[src/rtl/tick_enable_scheduler.sv]
// rtl/tick_enable_scheduler.sv - three-channel programmable tick/enable generator
// IDLE/RUN/ALIGN sequencer with a single-slot divisor update port applied at period boundaries.
module tick_enable_scheduler #(
  parameter int          CNT_W    = 27,
  parameter int unsigned DEF_DIV0 = 100000,
  parameter int unsigned DEF_DIV1 = 1000000,
  parameter int unsigned DEF_DIV2 = 100000000
) (
  input  logic             clk_in,
  input  logic             rst,
  input  logic             cmd_start,
  input  logic             cmd_stop,
  input  logic             cmd_sync,
  input  logic             cfg_valid,
  output logic             cfg_ready,
  input  logic [1:0]       cfg_ch,
  input  logic [CNT_W-1:0] cfg_div,
  output logic             cfg_err,
  output logic [2:0]       tick,
  output logic [2:0]       sq_out,
  output logic [1:0]       state
);

  typedef enum logic [1:0] {
    IDLE  = 2'd0,
    RUN   = 2'd1,
    ALIGN = 2'd2
  } state_t;

  localparam logic [2:0][CNT_W-1:0] DEF_DIV = {
    CNT_W'(DEF_DIV2), CNT_W'(DEF_DIV1), CNT_W'(DEF_DIV0)
  };

  state_t                  cur;
  state_t                  nxt;
  logic [2:0][CNT_W-1:0]   cnt;
  logic [2:0][CNT_W-1:0]   div;
  logic [2:0][CNT_W-1:0]   cnt_nxt;
  logic [2:0][CNT_W-1:0]   div_nxt;
  logic [2:0]              term;
  logic [2:0]              sq_nxt;
  logic                    pend;
  logic [1:0]              pend_ch;
  logic [CNT_W-1:0]        pend_div;
  logic                    apply;
  logic                    accept;
  logic                    bad;

  // stop outranks sync, sync outranks start
  always_comb begin
    nxt = cur;
    case (cur)
      IDLE: begin
        if (cmd_stop)       nxt = IDLE;
        else if (cmd_start) nxt = RUN;
      end
      RUN: begin
        if (cmd_stop)       nxt = IDLE;
        else if (cmd_sync)  nxt = ALIGN;
      end
      ALIGN: begin
        if (cmd_stop)       nxt = IDLE;
        else                nxt = RUN;
      end
      default:              nxt = IDLE;
    endcase
  end

  // Outside RUN (and on leaving it) a pending divisor lands at once; inside RUN only at its channel's wrap.
  always_comb begin
    apply   = 1'b0;
    term    = '0;
    cnt_nxt = cnt;
    div_nxt = div;
    sq_nxt  = '1;
    for (int i = 0; i < 3; i++) begin
      term[i] = (cur == RUN) && (cnt[i] == div[i] - CNT_W'(1));
      if (pend && (pend_ch == 2'(i)) && ((cur != RUN) || (nxt != RUN) || term[i])) begin
        div_nxt[i] = pend_div;
        apply      = 1'b1;
      end
      cnt_nxt[i] = ((cur == RUN) && (nxt == RUN) && !term[i]) ? cnt[i] + CNT_W'(1) : '0;
      sq_nxt[i]  = (nxt != RUN) || (cnt_nxt[i] < div_nxt[i] - (div_nxt[i] >> 1));
    end
  end

  assign accept    = cfg_valid && !pend;
  assign bad       = (cfg_ch == 2'd3) || (cfg_div < CNT_W'(2));
  assign cfg_ready = !pend;
  assign tick      = term;
  assign state     = cur;

  always_ff @(posedge clk_in or posedge rst) begin
    if (rst) begin
      cur      <= IDLE;
      cnt      <= '0;
      div      <= DEF_DIV;
      sq_out   <= '1;
      cfg_err  <= 1'b0;
      pend     <= 1'b0;
      pend_ch  <= '0;
      pend_div <= '0;
    end else begin
      cur     <= nxt;
      cnt     <= cnt_nxt;
      div     <= div_nxt;
      sq_out  <= sq_nxt;
      cfg_err <= accept && bad;
      if (apply) begin
        pend <= 1'b0;
      end else if (accept && !bad) begin
        pend     <= 1'b1;
        pend_ch  <= cfg_ch;
        pend_div <= cfg_div;
      end
    end
  end

endmodule
[config.mk]
export PLATFORM = sky130hd
export DESIGN_NAME = tick_enable_scheduler
export DESIGN_NICKNAME = d
export VERILOG_FILES = /design/src/rtl/tick_enable_scheduler.sv
export SDC_FILE = /design/constraint.sdc
export NUM_CORES = 1
export LEC_CHECK = 0
export CAP_MARGIN = 20
export CORE_ASPECT_RATIO = 2
export CORE_UTILIZATION = 50
export CTS_CLUSTER_DIAMETER = 30
export DETAILED_ROUTE_END_ITERATION = 6
export PLACE_DENSITY = 0.74
export SETUP_SLACK_MARGIN = 0.2
export SLEW_MARGIN = 20
export SYNTH_ARGS = -nofsm -noshare
export SYNTH_HDL_FRONTEND = slang
export SYNTH_SLANG_ARGS = --single-unit
[constraint.sdc]
create_clock -name clk_in -period 15.8 [get_ports clk_in]
set_input_delay 3.16 -clock clk_in [delete_from_list [all_inputs] [get_ports clk_in]]
set_output_delay 3.16 -clock clk_in [all_outputs]
set_load 0.02 [all_outputs]
# == Yosys cells after proc, flatten, opt, wreduce, memory -nomap -nowiden ==
# Cells that the tools add are included.
# totals
out_inout_bits,10
input_bits,35
reg_bits,198
elab_cells,87
# classes
n_lt_le_gt_ge,4
n_mux,17
eq_ne,11
n_reduce_logical,33
addsub,9
bitwise,1
# op_table
op,n
$mux W27,6
$add A27 B1 Y27 const B,3
$eq A27 B27 Y1,3
$lt A27 B27 Y1,3
$sub A27 B1 Y27 const B,3
$sub A27 B26 Y27,3
$lt A27 B2 Y1 const B,1
$logic_and A1 B1 Y1,16
$logic_or A1 B1 Y1,8
$mux W2,4
$eq A2 B1 Y1 const B,3
$eq A2 B2 Y1 const B,3
$mux W1,6
$pmux W2 S3,1
$logic_not A1 Y1,5
$logic_not A2 Y1,2
$ne A2 B1 Y1 const B,2
$reduce_and A2 Y1,1
$reduce_bool A2 Y1,1
$not A1 Y1,1

# == Depth between registers and ports, before layout ==
# depth
word_depth,12
depth_mapped,42
mapped_depth_nobuf,38

# == Worst setup path before layout ==
# No wires, ideal clock.
# synth_timing
path_type,input port to flip-flop
start,input port cmd_stop
end,register sq_out[1]
path_slack_ns,6.286
path_stages,33
path_buffers,3
required_time_ns,15.740
t_arrival_ns,9.454
cell_sequence,nor3_1 a21oi_1 clkbuf_1 clkbuf_1 clkbuf_1 o21ai_0 ha_1 inv_1 fa_1 a21o_1 a21oi_1 o22ai_1 a22oi_1 nor2b_1 nor3b_1 mux2i_1 a21o_1 a41oi_1 o21bai_1 a21oi_1 o21ai_0 xnor2_1 ha_1 a21o_1 a21oi_1 nor2b_1 o21ai_0 nand2b_1 a21oi_1 o21ai_0 a21o_1 a221o_1 nand2_1
# synth_rtl
element,line_no,text
start: declaration,12,"input logic cmd_stop,"
end signal: assignment,107,sq_out <= sq_nxt;
end: declaration,20,"output logic [2:0] sq_out,"

==> impl_metrics.env <==
export IMPL_status="finished, final reports clean"
export IMPL_r2r_slack_ns=6.52
export IMPL_layout_drive_gt1_share=0.0919
export IMPL_ant_nets=0
export IMPL_hpwlAfterDp_um=43300
export IMPL_routed_top_layer="met4"
export IMPL_synthAdderAreaFrac=0.114
export IMPL_hold_viol=0
export IMPL_critPathMaxFanout=50
export IMPL_ctsHtreeMaxLevel=4
export IMPL_nets=2273
export IMPL_fin_skew_ns=0.0199
export IMPL_wl_met2_um=28900
export IMPL_synth_xor_area_frac=0.120
export IMPL_synth_top_family_by_area="simple AND/OR/NAND/NOR gates"
export IMPL_grt_max_degree=129
export IMPL_tightest_slew_ns=1.21
export IMPL_cts_setup_buffers=0
export IMPL_clock_sinks=198
export IMPL_io_pin_count=45
export IMPL_crit_path_end_kind="flip-flop"
export IMPL_grt_pass1_wl_um=85500
export IMPL_min_period_over_period=0.605
export IMPL_hold_buffers=0
export IMPL_start_util=0.509
export IMPL_drc=0
export IMPL_final_common_cell="nor2_1"
export IMPL_arrival_ns=9.97
export IMPL_cts_clk_slew_worst_paths_ns=0.07
export IMPL_area_growth_pct=7.56
export IMPL_hold_class="reg2reg"
export IMPL_clock_root_buffer="clkbuf_16"
export IMPL_syn_nets=2284
export IMPL_die_area_um2=36700
export IMPL_synthCells=2098
export IMPL_coreArea_um2=35200
export IMPL_cp_required_ns=16.21
export IMPL_max_freq_mhz=105
export IMPL_tritoncts="built"
export IMPL_portBuffers=44
export IMPL_synth_mux_area_frac=0.0790
export IMPL_ys_warn_count=0
export IMPL_worst_setup_path_start_kind="input pin"
export IMPL_rsz0062_at_grt="false"
export IMPL_crit_path_top_delay_cell="o21ai_0"
export IMPL_routed_wl_um=54500
export IMPL_netlist_area_um2=17900
export IMPL_seq_area_frac_synth=0.278
export IMPL_drv_cap=0
export IMPL_grt_pass1_vias=16500
export IMPL_routed_wl_met3_um=1970
export IMPL_critical_path_max_stage_delay_ns=0.52
export IMPL_die_h_um=270
export IMPL_die_w_um=136
export IMPL_drtIter0Drc=871
export IMPL_met1_length_um=18700
export IMPL_grt_use_total=0.305
export IMPL_core_rowCount=97
export IMPL_cts_made_buffers=17
export IMPL_ys_flop_type="dfrtp_1"
export IMPL_clock_latency_ns=0.48
export IMPL_yosys_area_share_simple=0.207
export IMPL_synth_compound_area_frac=0.155
export IMPL_cts_repair_resized=0
export IMPL_clockBufferDepth=2
export IMPL_viasPerCell=6.30
export IMPL_tns_ns=0
export IMPL_mostFrequentLayoutCells="nor2_1, dfrtp_1, ha_1"
export IMPL_maxSlewViolCount=0
export IMPL_synth_edf_count=0
export IMPL_max_slew_margin=0.188
export IMPL_grt_ovfl_total=0
export IMPL_antenna_found_initial=1
export IMPL_synth_cell_type_count=79
export IMPL_wire_per_inst_um=21.4
export IMPL_ys_async_sr_fraction=1.00
export IMPL_syn_area_per_cell_um2=8.54
export IMPL_gp_congestion=0.953
export IMPL_setup_violations=0
export IMPL_ys_ff_latch=198
export IMPL_vias=16000
export IMPL_layout_min_cycle_time_ns=9.55
export IMPL_path_class="in2reg"
export IMPL_first_pass_iters=5
-- registers in the layout (all words and copies together), names as in the netlist --
signal and count:
pend 1, cnt 81, pend_div 27, state 2, sq_out 3, div 81
pend_ch 2, cfg_err 1
-- path summary, 6_finish.rpt --
path,start,to,cells after the start
setup / recovery,cmd_stop,sq_out[1],33
hold / removal,cnt[27],cnt[27],1
setup reg to reg,div[31],sq_out[1],38
hold reg to reg,cnt[27],cnt[27],1
max in group asynchronous,rst,cnt[50],3
min in group asynchronous,rst,cnt[57],2
-- logic make-up after synthesis --
family,Yosys count
buffers and inverters,214
muxes,130
AOI/OAI and AO/OA,433
xor gates and xnor gates,246
and+or+nand+nor,712
adders and majority gates,165
DFF,198
-- metal layers --
metal | GRT usage | up-vias
met2 | 0.564 | 549
met5 | 0 | -
met1 | 0.294 | 7731
li1 | - | 7509
met4 | 0.251 | 0
met3 | 0.0381 | 253
-- worst max-delay path: cells and delay by family --
kind / cells / cell delay (ns)
buffers and inverters: 4 / 1.05
AO/OA/AOI/OAI: 18 / 3.84
adder cells (fa/ha/maj): 3 / 0.93
AND/OR/NAND/NOR: 6 / 0.69
multiplexers: 1 / 0.12
XOR/XNOR: 1 / 0.15
-- Yosys cell counts, types with 14 or more instances --
master    number  area, um2
maj3_1        14        140
nor3_1        51        255
nand2_1      110        413
a31oi_1       15       93.8
or3_1         15       93.8
dfrtp_1      170       4250
nor2b_1       39        244
nand2b_1      32        200
ha_1         148       1850
mux2_2        88        991
dfstp_2       28        736
nor2_1       183        687
inv_1        124        465
a21o_1        57        428
nand3_1       71        355
and2_1        15       93.8
o21a_1        17        128
o21ai_0       96        480
and3_1        34        213
clkbuf_1      71        267
xor2_1       126       1100
xnor2_1      120       1050
a21oi_1      129        646
mux2i_1       41        410
nor4_1        37        231
nand4_1       45        282
-- cell type report --
class	instances	area, um2
clock inverter	12	108
multi-input combinational	1686	12100
timing repair buffer	59	553
clock buffer	20	447
fill	3252	15900
sequential	198	4990
inverter	125	477
antenna	1	2.50
tap	445	557
-- metrics by stage --
step                setup slack, ns  instances  instance area [um2]   util  hold WS (ns)
floorplan                      6.29       2098                17900      -         0.504
global placement               5.99       2513                18700  0.532         0.527
detailed placement             5.84       2513                18700  0.532         0.537
CTS                            6.31       2545                19300  0.548         0.565
global route                   5.54       2546                19300  0.548         0.585
finish                         6.25       2546                19300  0.548         0.580
Power is not shown: default switching activity piles up to over one toggle a cycle in this logic, so the estimate is an artifact.
